## src/rtl/tone_player.sv

```systemverilog
// Piezo tone player: plays one note command as a square wave for (len+1) beats, then goes silent.
// Define TONE_PLAYER_GAP_EN to insert a silent GAP_CYCLES articulation gap after every note.
module tone_player #(
  parameter int unsigned CLK_HZ      = 50000000,
  parameter int unsigned BEAT_CYCLES = 12500000,
  parameter int unsigned GAP_CYCLES  = 500000
) (
  input  logic       osc,
  input  logic       rst,
  input  logic       note_valid,
  output logic       note_ready,
  input  logic [3:0] note_code,
  input  logic [1:0] note_octave,
  input  logic [3:0] note_len,
  output logic       buzzer,
  output logic       busy
);

  localparam int unsigned HPW = $clog2(CLK_HZ / 2 + 2);
  localparam int unsigned BCW = $clog2(BEAT_CYCLES + 1);

`ifdef TONE_PLAYER_GAP_EN
  localparam int unsigned GW     = (GAP_CYCLES > 1) ? $clog2(GAP_CYCLES) : 1;
  localparam bit          GAP_ON = (GAP_CYCLES != 0);
  typedef enum logic [1:0] {IDLE, PLAY, GAP} state_t;
`else
  typedef enum logic [1:0] {IDLE, PLAY} state_t;
`endif

  function automatic int unsigned base_hz(input int unsigned code);
    case (code)
      1:       return 262;
      2:       return 277;
      3:       return 294;
      4:       return 311;
      5:       return 330;
      6:       return 349;
      7:       return 370;
      8:       return 392;
      9:       return 415;
      10:      return 440;
      11:      return 466;
      12:      return 494;
      default: return 0;
    endcase
  endfunction

  // Half-period for table index {code, octave}; rest codes get a harmless 1.
  function automatic int unsigned hp_calc(input int unsigned idx);
    int unsigned f;
    int unsigned h;
    f = base_hz(idx >> 2);
    if (f == 0) return 1;
    h = (CLK_HZ / (2 * f)) >> (idx % 4);
    return (h == 0) ? 1 : h;
  endfunction

  logic [HPW-1:0] hp_tab [64];
  for (genvar g = 0; g < 64; g++) begin : g_hp
    assign hp_tab[g] = HPW'(hp_calc(g));
  end

  state_t         state_q, state_n;
  logic [3:0]     code_q, code_n;
  logic [1:0]     oct_q, oct_n;
  logic [3:0]     len_q, len_n;
  logic [HPW-1:0] tone_q, tone_n;
  logic [BCW-1:0] bcyc_q, bcyc_n;
  logic [3:0]     beat_q, beat_n;
  logic           buzzer_n, ready_n, busy_n;
  logic [HPW-1:0] hp_sel;
  logic           is_rest;
`ifdef TONE_PLAYER_GAP_EN
  logic [GW-1:0]  gap_q, gap_n;
`endif

  assign hp_sel  = hp_tab[{code_q, oct_q}];
  assign is_rest = (code_q == 4'd0) || (code_q > 4'd12);

  // Next-state, counter and output decode
  always_comb begin
    state_n  = state_q;
    code_n   = code_q;
    oct_n    = oct_q;
    len_n    = len_q;
    tone_n   = tone_q;
    bcyc_n   = bcyc_q;
    beat_n   = beat_q;
    buzzer_n = buzzer;
`ifdef TONE_PLAYER_GAP_EN
    gap_n    = gap_q;
`endif
    case (state_q)
      IDLE: begin
        buzzer_n = 1'b0;
        if (note_valid && note_ready) begin
          state_n = PLAY;
          code_n  = note_code;
          oct_n   = note_octave;
          len_n   = note_len;
          tone_n  = '0;
          bcyc_n  = '0;
          beat_n  = '0;
        end
      end
      PLAY: begin
        if (!is_rest) begin
          if (tone_q == hp_sel - HPW'(1)) begin
            tone_n   = '0;
            buzzer_n = ~buzzer;
          end else begin
            tone_n = tone_q + HPW'(1);
          end
        end
        if (bcyc_q == BCW'(BEAT_CYCLES - 1)) begin
          bcyc_n = '0;
          if (beat_q == len_q) begin
            buzzer_n = 1'b0;
            state_n  = IDLE;
`ifdef TONE_PLAYER_GAP_EN
            if (GAP_ON) begin
              state_n = GAP;
              gap_n   = '0;
            end
`endif
          end else begin
            beat_n = beat_q + 4'd1;
          end
        end else begin
          bcyc_n = bcyc_q + BCW'(1);
        end
      end
`ifdef TONE_PLAYER_GAP_EN
      GAP: begin
        buzzer_n = 1'b0;
        if (gap_q == GW'(GAP_CYCLES - 1)) state_n = IDLE;
        else gap_n = gap_q + GW'(1);
      end
`endif
      default: begin
        state_n  = IDLE;
        buzzer_n = 1'b0;
      end
    endcase
    ready_n = (state_n == IDLE);
    busy_n  = (state_n != IDLE);
  end

  always_ff @(posedge osc or posedge rst) begin
    if (rst) begin
      state_q    <= IDLE;
      code_q     <= '0;
      oct_q      <= '0;
      len_q      <= '0;
      tone_q     <= '0;
      bcyc_q     <= '0;
      beat_q     <= '0;
      buzzer     <= 1'b0;
      note_ready <= 1'b0;
      busy       <= 1'b0;
`ifdef TONE_PLAYER_GAP_EN
      gap_q      <= '0;
`endif
    end else begin
      state_q    <= state_n;
      code_q     <= code_n;
      oct_q      <= oct_n;
      len_q      <= len_n;
      tone_q     <= tone_n;
      bcyc_q     <= bcyc_n;
      beat_q     <= beat_n;
      buzzer     <= buzzer_n;
      note_ready <= ready_n;
      busy       <= busy_n;
`ifdef TONE_PLAYER_GAP_EN
      gap_q      <= gap_n;
`endif
    end
  end

endmodule

```

## config.mk

```make
export PLATFORM = sky130hd
export DESIGN_NAME = tone_player
export DESIGN_NICKNAME = d
export VERILOG_FILES = /design/src/rtl/tone_player.sv
export SDC_FILE = /design/constraint.sdc
export NUM_CORES = 1
export LEC_CHECK = 0
export CAP_MARGIN = 30
export CORE_MARGIN = 2
export CORE_UTILIZATION = 68
export CTS_CLUSTER_SIZE = 24
export DETAILED_ROUTE_END_ITERATION = 10
export PLACE_DENSITY = 0.95
export SLEW_MARGIN = 20
export SYNTH_ARGS = -nofsm -noshare
export SYNTH_HDL_FRONTEND = slang
export SYNTH_SLANG_ARGS = --single-unit
```

## constraint.sdc

```tcl
create_clock -name osc -period 10.05 [get_ports osc]
set_input_delay 2.01 -clock osc [delete_from_list [all_inputs] [get_ports osc]]
set_output_delay 2.01 -clock osc [all_outputs]
set_load 0.1 [all_outputs]
```

==> results of run 1 <==
layout make-up:
class / count / share of cell area
multi-input cells: 538 / 0.596
inverters: 14 / 0.00919
well taps: 102 / 0.0223
clock inverters: 5 / 0.0144
repair buffers: 21 / 0.0341
clock buffers: 11 / 0.0265
flip-flops and latches: 68 / 0.297
kinds of logic (layout without fill, tap and decap cells):
logic type,count (synthesis),after routing,share of synthesized area
buf+inv,61,51,0.0571
mux,13,13,0.0259
flops,68,68,0.314
simple gates,279,279,0.272
compound gates,185,185,0.222
other cells,1,1,0.000692
xor+xnor,48,48,0.0802
fa+ha+maj,12,12,0.0277
how the worst min path moves through the flow:
stage | from | endpoint | slack [ns] | cells after the start
global route | bcyc_q[21]$_DFFE_PP0P_ | bcyc_q[21]$_DFFE_PP0P_ | 0.52 | 1
CTS | bcyc_q[21]$_DFFE_PP0P_ | bcyc_q[21]$_DFFE_PP0P_ | 0.50 | 1
detailed placement | bcyc_q[21]$_DFFE_PP0P_ | bcyc_q[21]$_DFFE_PP0P_ | 0.49 | 1
global placement | bcyc_q[21]$_DFFE_PP0P_ | bcyc_q[21]$_DFFE_PP0P_ | 0.46 | 1
finish | bcyc_q[21]$_DFFE_PP0P_ | bcyc_q[21]$_DFFE_PP0P_ | 0.50 | 1
floorplan | bcyc_q[21]$_DFFE_PP0P_ | bcyc_q[21]$_DFFE_PP0P_ | 0.44 | 1
state kept, by name, indices dropped and copies added, names as in the netlist, 2 cells and up:
name / flops
bcyc_q: 24
beat_q: 4
code_q: 4
len_q: 4
oct_q: 2
state_q: 2
tone_q: 25
layer usage:
metal / up-vias / wire length (microns) / track usage
met1: 2502 / 5810 / 0.470
met5: - / 0 / 0
li1: 2400 / - / -
met2: 324 / 7100 / 0.583
met4: 0 / 755 / 0.174
met3: 81 / 1280 / 0.0637
power groups by stage:
stage	sequential [mW]	clock [mW]	combinational [mW]
finish	0.337	0.265	0.705
global route	0.342	0.280	0.759
CTS	0.336	0.267	0.678
detailed placement	0.341	0	0.671
global placement	0.339	0	0.657
floorplan	0.326	0	0.558
metrics by stage:
| step | util | power (mW) | hold WS, ns |
|---|---|---|---|
| global route | 0.740 | 1.38 | 0.516 |
| CTS | 0.740 | 1.28 | 0.502 |
| global placement | 0.710 | 0.995 | 0.456 |
| floorplan | - | 0.884 | 0.437 |
| finish | 0.740 | 1.31 | 0.503 |
| detailed placement | 0.710 | 1.01 | 0.485 |
cells in the final DEF (no fill, tap or decap), types with 12 or more instances in the layout:
cell type         n
nand2_1          70
o21ai_0          69
dfrtp_1          68
nor2_1           36
nand3_1          30
a21oi_1          28
nor3_1           26
xnor2_1          24
xor2_1           23
nand2b_1         17
and3_1           16
clkdlybuf4s50_1  15
inv_1            12
ha_1             12
worst max-delay path, stage by stage, from the launching register on:
cell	delay, ns
dfrtp_1	0.67
inv_1	0.24
ha_1	0.59
or2_2	0.20
a31oi_1	0.08
a221o_1	0.39
and2_1	0.17
ha_1	0.28
xor2_1	0.15
nand4_1	0.14
a2111oi_0	0.47
nand3_1	0.15
or4b_4	0.57
or4_1	0.51
a21oi_1	0.16
==> summary.md, run 1 <==
| Metric | Value |
|---|---|
| Largest net degree at the start of global routing | `69` |
| Reg-to-reg startpoint | `oct_q[0]$_DFFE_PP0P_` |
| CTS Sinks | `68` |
| Final WL | `14900 microns` |
| Max Fclk | `207 MHz` |
| Area Growth Syn to Fin | `5.64%` |
| Final Max Slew Viols | `0` |
| Synth Flop Type | `dfrtp_1` |
| Core area | `7730 sq um` |
| Worst slew margin | `0.334` |
| Synthesis-stage register bit count | `68` |
| 1st-iter DRT viols | `662` |
| P_sw | `592 uW` |
| Share of cells above drive strength 1 | `0.0746` |
| Syn_nets | `692` |
| Worst Hold Class | `reg2reg` |
| Vias/cell | `6.99` |
| Final #Nets | `677` |
| VDD IR max | `0.161 mV` |
| Yosys top cell area share | `0.314` |
| Clock tree buffer depth | `2` |
| WP data arrival | `5.10 ns` |
| Cell Count, Final, Fillers Out | `759` |
| Gr ovfl total | `0` |
| Post-route cell area | `5720 sq um` |
| Number of synthesized flops with an enable pin | `0` |
| # rows | `32` |
| Area after DPL | `5490 sq um` |
| Setup ws final | `5.22 ns` |
| Skew-Pair Late Insertion Delay | `0.36 ns` |
| Crit. Startpoint | `oct_q[0]$_DFFE_PP0P_` |
| Post-synth cell types | `77` |
| Register-to-register setup slack | `5.22 ns` |
| Post-synthesis async set-or-reset flop share | `1.00` |
| Mapped Area | `5420 sq um` |
| Sequential Area | `1700 sq um` |
| Power per cell area | `229 nW/um^2` |
| FF-to-FF End | `buzzer$_DFF_PP0_` |
| Seq pwr share | `0.258` |
| Warnings from Yosys | `0` |
| Post-CTS Resized | `0` |
| Vias in the first global route | `5041` |
| Combinational Power Share | `0.539` |
| Clock-pin slew on the worst setup and hold paths | `0.07 ns` |
| Via count | `5307` |
| DRC viols | `0` |
| Most common cell in the synthesized netlist | `nand2_1` |
| Synthesized instance count | `667` |
| Diode count | `0` |
| Final setup vio count | `0` |
| CP endpoint kind | `flop` |
| Largest cells by area after synthesis | `dfrtp_1, o21ai_0, nand2_1, xnor2_1, xor2_1` |
| Initial Utilization | `0.701` |
| Worst-Margin Slew | `0.996 ns` |
| Leakage power | `2.31 nW` |
| GRT Total Usage | `0.361` |
| Commonest cells in the netlist | `nand2_1, o21ai_0, dfrtp_1` |
| CP required | `10.33 ns` |
| Detailed Place HPWL | `10200 microns` |
| # hold bufs at CTS | `0` |
| Final min period | `4.83 ns` |
| # IOs | `16` |
| Fin Setup TNS | `0 ns` |
| Routed len/inst | `19.7 microns` |
| Cells after DPL | `743` |
| Initial antenna violation count | `0` |
| Post-synth top area cell | `dfrtp_1` |
| Internal Power | `716 uW` |
| Fin. Hold Viols | `0` |
| Die H | `93.2 microns` |
| Outcome | `finished clean` |
| Max FO, Critical Path | `18` |
| Pre-antenna DRT Iters | `5` |
| Postcts setup bufs | `0` |
| GPL Wtd Cong | `0.995` |
| Multi-input logic area | `3410 sq um` |
| Root buffer cell | `clkbuf_8` |
| Post-synthesis sequential area ratio | `0.314` |
| Detail Route Antenna Nets | `0` |
| CTS tree | `done` |
| Htree depth | `3` |
| Die Area | `8690 sq um` |
| Crit path kind | `reg2reg` |
| Max-cap violations | `0` |
| Number of buffers created by CTS | `9` |
| Filler cells | `538` |
| Crit path to | `buzzer$_DFF_PP0_` |
| DP Worst Slack | `5.28 ns` |
| Post-synthesis average cell area | `8.12 sq um` |
| RSZ-0062 raised after global routing | `no` |
| Sw frac | `0.453` |
| Die width | `93.2 microns` |
| Final Cycle Share | `0.480` |
| Buffers on Ports | `15` |
| Setup crit start kind | `flop` |
| Final Skew | `0.0195 ns` |
| Cells on worst reg2reg path | `14` |
| Clock Power Share | `0.203` |
| First-pass GRT wire length | `24800 microns` |
(Power assumes the default switching activity.)
==> inputs of run 2 (changes only) <==
--- a/config.mk
+++ b/config.mk
@@ -7,10 +7,10 @@
 export LEC_CHECK = 0
 export CAP_MARGIN = 30
 export CORE_MARGIN = 2
-export CORE_UTILIZATION = 68
+export CORE_UTILIZATION = 63
 export CTS_CLUSTER_SIZE = 24
 export DETAILED_ROUTE_END_ITERATION = 10
-export PLACE_DENSITY = 0.95
+export PLACE_DENSITY = 0.92
 export SLEW_MARGIN = 20
 export SYNTH_ARGS = -nofsm -noshare
 export SYNTH_HDL_FRONTEND = slang
==> constraint.sdc (replaced) <==
create_clock -name osc -period 4.8 [get_ports osc]
set_input_delay 0.96 -clock osc [delete_from_list [all_inputs] [get_ports osc]]
set_output_delay 0.96 -clock osc [all_outputs]
set_load 0.1 [all_outputs]
==> run 2 against run 1 <==
  * Worst setup slack lost 4.8 ns
  * Die area grew 7.6%
  * Clock power grew 92%
  * Hold slack lost 0.018 ns
  * Sequential power grew 110%
==> summary.md, run 2 (synthesis gave the netlist of run 1 again) <==
| Metric | Value |
|---|---|
| Outcome | `finished clean` |
| Root buffer cell | `clkbuf_8` |
| Worst slew margin | `0.349 (+0.0149)` |
| Hold EP | `bcyc_q[21]$_DFFE_PP0P_` |
| Setup ws final | `0.378 ns (-4.85 ns)` |
| Filler cells | `618 (+15%)` |
| Die H | `96.7 microns (+3.7%)` |
| Worst Hold Class | `reg2reg` |
| 1st-iter DRT viols | `545 (-18%)` |
| VDD IR max | `0.379 mV (+140%)` |
| DRC viols | `0 (unchanged)` |
| Clock Power Share | `0.189 (-0.014)` |
| Crit path kind | `reg2reg` |
| Commonest non-fill, non-tap cell in the layout | `nand2_1` |
| Max FO, Critical Path | `26 (+8)` |
| Clock-pin slew on the worst setup and hold paths | `0.09 ns (+0.02 ns)` |
| DP Worst Slack | `0.587 ns (-4.69 ns)` |
| GPL Wtd Cong | `1.03 (+4.0%)` |
| Top flop regs | `tone_q x25, bcyc_q x24` |
| Power per cell area | `468 nW/um^2 (+100%)` |
| Vias in the first global route | `5024 (-0.34%)` |
| FF-to-FF End | `buzzer$_DFF_PP0_` |
| # hold bufs at CTS | `0 (unchanged)` |
| Die Area | `9350 sq um (+7.6%)` |
| Final setup vio count | `0 (unchanged)` |
| Reg-to-reg startpoint | `code_q[0]$_DFFE_PP0P_` |
| Largest Register | `tone_q` |
| Initial Utilization | `0.656 (-0.0450)` |
| Final Skew | `0.0113 ns (-0.00825 ns)` |
| Worst-Margin Slew | `0.974 ns (-0.0223 ns)` |
| Internal Power | `1.44 mW (+100%)` |
| Hold depth | `1 (unchanged)` |
| Routed len/inst | `19.0 microns (-3.5%)` |
| Max reg flops | `25 (unchanged)` |
| CTS tree | `done` |
| Area Growth Syn to Fin | `6.54%` |
| Detailed Place HPWL | `10200 microns (+0.67%)` |
| Fin util | `0.699 (-0.0416)` |
| CP endpoint kind | `flop` |
| Via count | `5218 (-1.7%)` |
| Clock tree buffer depth | `2 (unchanged)` |
| Hold Crit Start | `bcyc_q[21]$_DFFE_PP0P_` |
| Pre-antenna DRT Iters | `7 (+2)` |
| GRT Total Usage | `0.311 (-0.0495)` |
| Final Cycle Share | `0.921 (+0.441)` |
| CP required | `5.08 ns (-5.25 ns)` |
| Most frequent cells in the layout | `nand2_1, o21ai_0, dfrtp_1, nor2_1, nand3_1` |
| Number of buffers created by CTS | `9 (unchanged)` |
| # rows | `33 (+3.1%)` |
| Diode count | `0 (unchanged)` |
| Largest net degree at the start of global routing | `41 (-41%)` |
| Gr ovfl total | `0 (unchanged)` |
| Final min period | `4.42 ns (-0.405 ns)` |
| Max Fclk | `226 MHz (+9.1%)` |
| Cells after DPL | `754 (+1.5%)` |
| Cell Count, Final, Fillers Out | `770 (+1.4%)` |
| Post-layout power | `2.70 mW (+110%)` |
| Die width | `96.7 microns (+3.7%)` |
| Fin Setup TNS | `0 ns (unchanged)` |
| WP data arrival | `4.70 ns (-0.40 ns)` |
| Max-cap violations | `0 (unchanged)` |
| First-pass GRT wire length | `24200 microns (-2.4%)` |
| Vias/cell | `6.78 (-3.1%)` |
| Share of cells above drive strength 1 | `0.0857 (+0.0111)` |
| Register-to-register setup slack | `0.38 ns (-4.85 ns)` |
| Fin. Hold Viols | `0 (unchanged)` |
| Post-CTS Resized | `0 (unchanged)` |
| Initial antenna violation count | `0 (unchanged)` |
| Seq pwr share | `0.261 (+0.003)` |
| Final Max Slew Viols | `0 (unchanged)` |
| Final WL | `14600 microns (-2.1%)` |
| Buffers on Ports | `15 (unchanged)` |
| Leakage power | `2.34 nW (+1.0%)` |
| Detail Route Antenna Nets | `0 (unchanged)` |
| Htree depth | `3 (unchanged)` |
| CTS Sinks | `68 (unchanged)` |
| RSZ-0062 raised after global routing | `no` |
| Sw frac | `0.465 (+0.0121)` |
| Cells on worst reg2reg path | `11 (-3)` |
| P_sw | `1.25 mW (+110%)` |
| Final #Nets | `685 (+1.2%)` |
| Postcts setup bufs | `0 (unchanged)` |
| Combinational Power Share | `0.551 (+0.012)` |
| # IOs | `16 (unchanged)` |
| Skew-Pair Late Insertion Delay | `0.36 ns (about the same)` |
| Setup crit start kind | `flop` |
| Core area | `8260 sq um (+6.9%)` |
-- run 2: changes by cell type in the layout (fill, tap and decap cells not counted), moves of 2 or more --
cell        previous run  this run
clkinvlp_4             0         2
inv_6                  1         3
buf_4                  6        13
clkbuf_8              11         9
-- run 2: metrics by stage --
stage / hold slack, ns / cell area (sq um)
3_5_place_dp: 0.468 / 5560
3_3_place_gp: 0.462 / 5540
5_1_grt: 0.526 / 5770
4_1_cts: 0.483 / 5770
2_1_floorplan: 0.437 / 5420
6_report: 0.485 / 5770
-- run 2: area by class of cell --
type                            instances  area (sq um)  share of cell area
Inverter                               14          52.6             0.00911
Clock inverter                          7          82.6              0.0143
Multi-Input combinational cell        538          3410               0.591
Tap cell                              105           131              0.0228
Timing Repair Buffer                   29           268              0.0464
Sequential cell                        68          1700               0.295
Clock buffer                            9           124              0.0215
-- run 2: worst max-delay path, stage by stage (launching register included) --
cell and delay, ns:
dfrtp_1 0.86, clkinv_1 0.52, nor3_1 0.32, o221a_2 0.29, ha_1 0.26, xor2_1 0.14, nand4_1 0.14, a2111oi_0 0.44
nand3_1 0.12, or4b_4 0.55, or4_1 0.50, a21oi_1 0.19
-- run 2: worst max-delay path by stage --
stage,startpoint,endpoint,cells after the start
after detailed placement,code_q[0]$_DFFE_PP0P_,buzzer$_DFF_PP0_,11
after global routing,code_q[0]$_DFFE_PP0P_,buzzer$_DFF_PP0_,11
after global placement,code_q[0]$_DFFE_PP0P_,buzzer$_DFF_PP0_,12
after floorplan,oct_q[0]$_DFFE_PP0P_,buzzer$_DFF_PP0_,16
final,code_q[0]$_DFFE_PP0P_,buzzer$_DFF_PP0_,11
after CTS,code_q[0]$_DFFE_PP0P_,buzzer$_DFF_PP0_,11
-- run 2: layer usage --
metal / GRT usage / up-vias / share of wire
met2: 0.525 / 300 / 0.48
met4: 0.125 / 0 / 0.036
met3: 0.0592 / 53 / 0.081
li1: - / 2414 / -
met1: 0.393 / 2451 / 0.40
met5: 0 / - / 0
-- run 2: power groups by stage --
stage,logic [mW],clock network [mW],registers (mW)
2_1_floorplan,1.17,0,0.682
4_1_cts,1.44,0.509,0.698
3_5_place_dp,1.43,0,0.708
6_report,1.49,0.509,0.704
5_1_grt,1.60,0.535,0.710
3_3_place_gp,1.41,0,0.707
==> inputs of run 3 (changes only) <==
--- a/config.mk
+++ b/config.mk
@@ -5,12 +5,12 @@
 export SDC_FILE = /design/constraint.sdc
 export NUM_CORES = 1
 export LEC_CHECK = 0
-export CAP_MARGIN = 30
+export CAP_MARGIN = 0
 export CORE_MARGIN = 2
-export CORE_UTILIZATION = 63
+export CORE_UTILIZATION = 44
 export CTS_CLUSTER_SIZE = 24
 export DETAILED_ROUTE_END_ITERATION = 10
-export PLACE_DENSITY = 0.92
+export PLACE_DENSITY = 0.71
 export SLEW_MARGIN = 20
 export SYNTH_ARGS = -nofsm -noshare
 export SYNTH_HDL_FRONTEND = slang
==> run 3 against run 2 <==
  * Non-clock buffer count down 1
  * Global-route usage is 7.8 points lower
  * Core utilization shrank 21 points
==> summary.md, run 3 (synthesis gave the netlist of run 1 again) <==
| Metric | Value |
|---|---|
| Number of buffers created by CTS | `9 (unchanged)` |
| Fin. Hold Viols | `0 (unchanged)` |
| DRC viols | `0 (unchanged)` |
| Metal3 WL | `703 microns (-41%)` |
| Fin Setup TNS | `0 ns (unchanged)` |
| Postcts setup bufs | `0 (unchanged)` |
| Leakage power | `2.38 nW (+1.7%)` |
| Core area | `12000 sq um (+45%)` |
| CTS tree | `done` |
| Die Area | `13200 sq um (+41%)` |
| Final Max Slew Viols | `0 (unchanged)` |
| Final Cycle Share | `0.888 (-0.0334)` |
| Worst-Margin Slew | `0.994 ns (+0.0198 ns)` |
| Die H | `115 microns (+19%)` |
| Root buffer cell | `clkbuf_16` |
| Die width | `115 microns (+19%)` |
| Final WL | `14700 microns (+0.86%)` |
| CTS Sinks | `68 (unchanged)` |
| GPL Wtd Cong | `1.01 (-2.1%)` |
| Post-CTS Resized | `0 (unchanged)` |
| Worst path top cell family by delay | `simple AND/OR/NAND/NOR gates` |
| Vias/cell | `6.33 (-6.6%)` |
| Met2 WL | `6970 microns (-0.63%)` |
| Area Growth Syn to Fin | `8.90%` |
| GRT Total Usage | `0.233 (-0.0785)` |
| Initial Utilization | `0.451 (-0.205)` |
| Crit-path max cell delay | `0.58 ns (-0.28 ns)` |
| Largest net degree at the start of global routing | `45 (+9.8%)` |
| Filler cells | `1125 (+82%)` |
| Top flop regs | `tone_q x25, bcyc_q x24` |
| Initial antenna violation count | `0 (unchanged)` |
| Final min period | `4.26 ns (-0.160 ns)` |
| Detailed Place HPWL | `10500 microns (+2.5%)` |
| # hold bufs at CTS | `0 (unchanged)` |
| Final Skew | `0.00330 ns (-0.00795 ns)` |
| RSZ-0062 raised after global routing | `no` |
| Post-layout power | `2.85 mW (+5.7%)` |
| CP required | `5.05 ns (-0.03 ns)` |
| Via count | `5127 (-1.7%)` |
| Multi-input logic area | `3410 sq um (unchanged)` |
| CP endpoint kind | `flop` |
| Most frequent cells in the layout | `nand2_1, o21ai_0, dfrtp_1, nor2_1, nand3_1` |
| Clock-pin slew on the worst setup and hold paths | `0.05 ns (-0.04 ns)` |
| Hold WS | `0.467 ns (-0.0173 ns)` |
| Max-cap violations | `0 (unchanged)` |
| Met1 Wirelength | `6670 microns (+13%)` |
| WP data arrival | `4.51 ns (-0.19 ns)` |
| Sequential Area | `1700 sq um (unchanged)` |
| Final #Nets | `684 (-0.15%)` |
| Worst path slowest cell | `o32ai_1` |
| Commonest non-fill, non-tap cell in the layout | `nand2_1` |
| Outcome | `finished clean` |
| Buffers on Ports | `15 (unchanged)` |
| 1st-iter DRT viols | `590 (+8.3%)` |
| Buffer and inverter count on the worst path | `1 (unchanged)` |
| Detail Route Antenna Nets | `0 (unchanged)` |
| Gr ovfl total | `0 (unchanged)` |
| # rows | `40 (+21%)` |
| Htree depth | `3 (unchanged)` |
| Final setup vio count | `0 (unchanged)` |
| Max reg flops | `25 (unchanged)` |
| First-pass GRT wire length | `24700 microns (+2.0%)` |
| Routed len/inst | `18.2 microns (-4.1%)` |
| Setup crit start kind | `flop` |
| Crit path kind | `reg2reg` |
| Max Fclk | `235 MHz (+3.8%)` |
| # IOs | `16 (unchanged)` |
| Critical Path, Cell by Cell | `buf_4 > or2_2 > o31ai_1 > o32ai_1 > o21ai_2 > nor3_1 > a32o_1 > o22ai_1 > or4b_4 > or4_1 > a21oi_1` |
| Worst Hold Class | `reg2reg` |
| Vias in the first global route | `4943 (-1.6%)` |
| Post-route cell area | `5900 sq um (+2.2%)` |
| Skew-Pair Late Insertion Delay | `0.33 ns (-0.03 ns)` |
| Highest metal layer with signal wires | `met4` |
| Largest Register | `tone_q` |
| Power per cell area | `484 nW/um^2 (+3.5%)` |
| Diode count | `0 (unchanged)` |
| Worst slew margin | `0.336 (-0.0132)` |
| Pre-antenna DRT Iters | `6 (-1)` |
| Clock tree buffer depth | `2 (unchanged)` |
| Share of cells above drive strength 1 | `0.0814 (-0.00427)` |
| Max FO, Critical Path | `38 (+46%)` |
| VDD IR max | `0.268 mV (-29%)` |
| Area after DPL | `5610 sq um (+0.81%)` |
## run 3: changes by cell type in the layout (fill, tap and decap cells not counted), sizes merged
cell	before	now
clkinvlp	2	0
buf	14	13
bufinv	1	0
clkinv	1	2
inv	17	13
clkbuf	9	14
## run 3: stage by stage
step	instances	util	setup WS [ns]
global placement	795	0.467	0.696
finish	810	0.491	0.539
floorplan	667	-	0.486
CTS	810	0.491	0.595
global route	810	0.491	0.315
detailed placement	795	0.467	0.631
## run 3: final timing paths
| path | endpoint | depth (start not counted) | startpoint | slack [ns] |
|---|---|---|---|---|
| setup / recovery | buzzer$_DFF_PP0_ | 11 | code_q[1]$_DFFE_PP0P_ | 0.54 |
| min in group asynchronous | bcyc_q[16]$_DFFE_PP0P_ | 2 | rst | 1.14 |
| hold reg to reg | bcyc_q[21]$_DFFE_PP0P_ | 1 | bcyc_q[21]$_DFFE_PP0P_ | 0.47 |
| hold / removal | bcyc_q[21]$_DFFE_PP0P_ | 1 | bcyc_q[21]$_DFFE_PP0P_ | 0.47 |
| setup reg to reg | buzzer$_DFF_PP0_ | 11 | code_q[1]$_DFFE_PP0P_ | 0.54 |
| max in group asynchronous | tone_q[10]$_DFFE_PP0P_ | 3 | rst | 2.78 |
## run 3: cell type report
type / count / area share
Clock inverter: 1 / 0.000849
Sequential cell: 68 / 0.289
Clock buffer: 14 / 0.0482
Timing Repair Buffer: 28 / 0.0441
Inverter: 14 / 0.00891
Multi-Input combinational cell: 538 / 0.578
Tap cell: 147 / 0.0312
## run 3: report_power, final
group          internal [mW]  switching, mW  leakage (nW)
Sequential             0.618         0.0729         0.919
Clock                  0.402          0.226         0.145
Combinational          0.588          0.946          1.31
Total                   1.61           1.24          2.38
## run 3: per-layer routing
layer  vias to the layer above  GRT usage
li1                       2407          -
met1                      2512      0.315
met2                       174      0.368
met3                        34     0.0464
met4                         0     0.0884
met5                         -          0
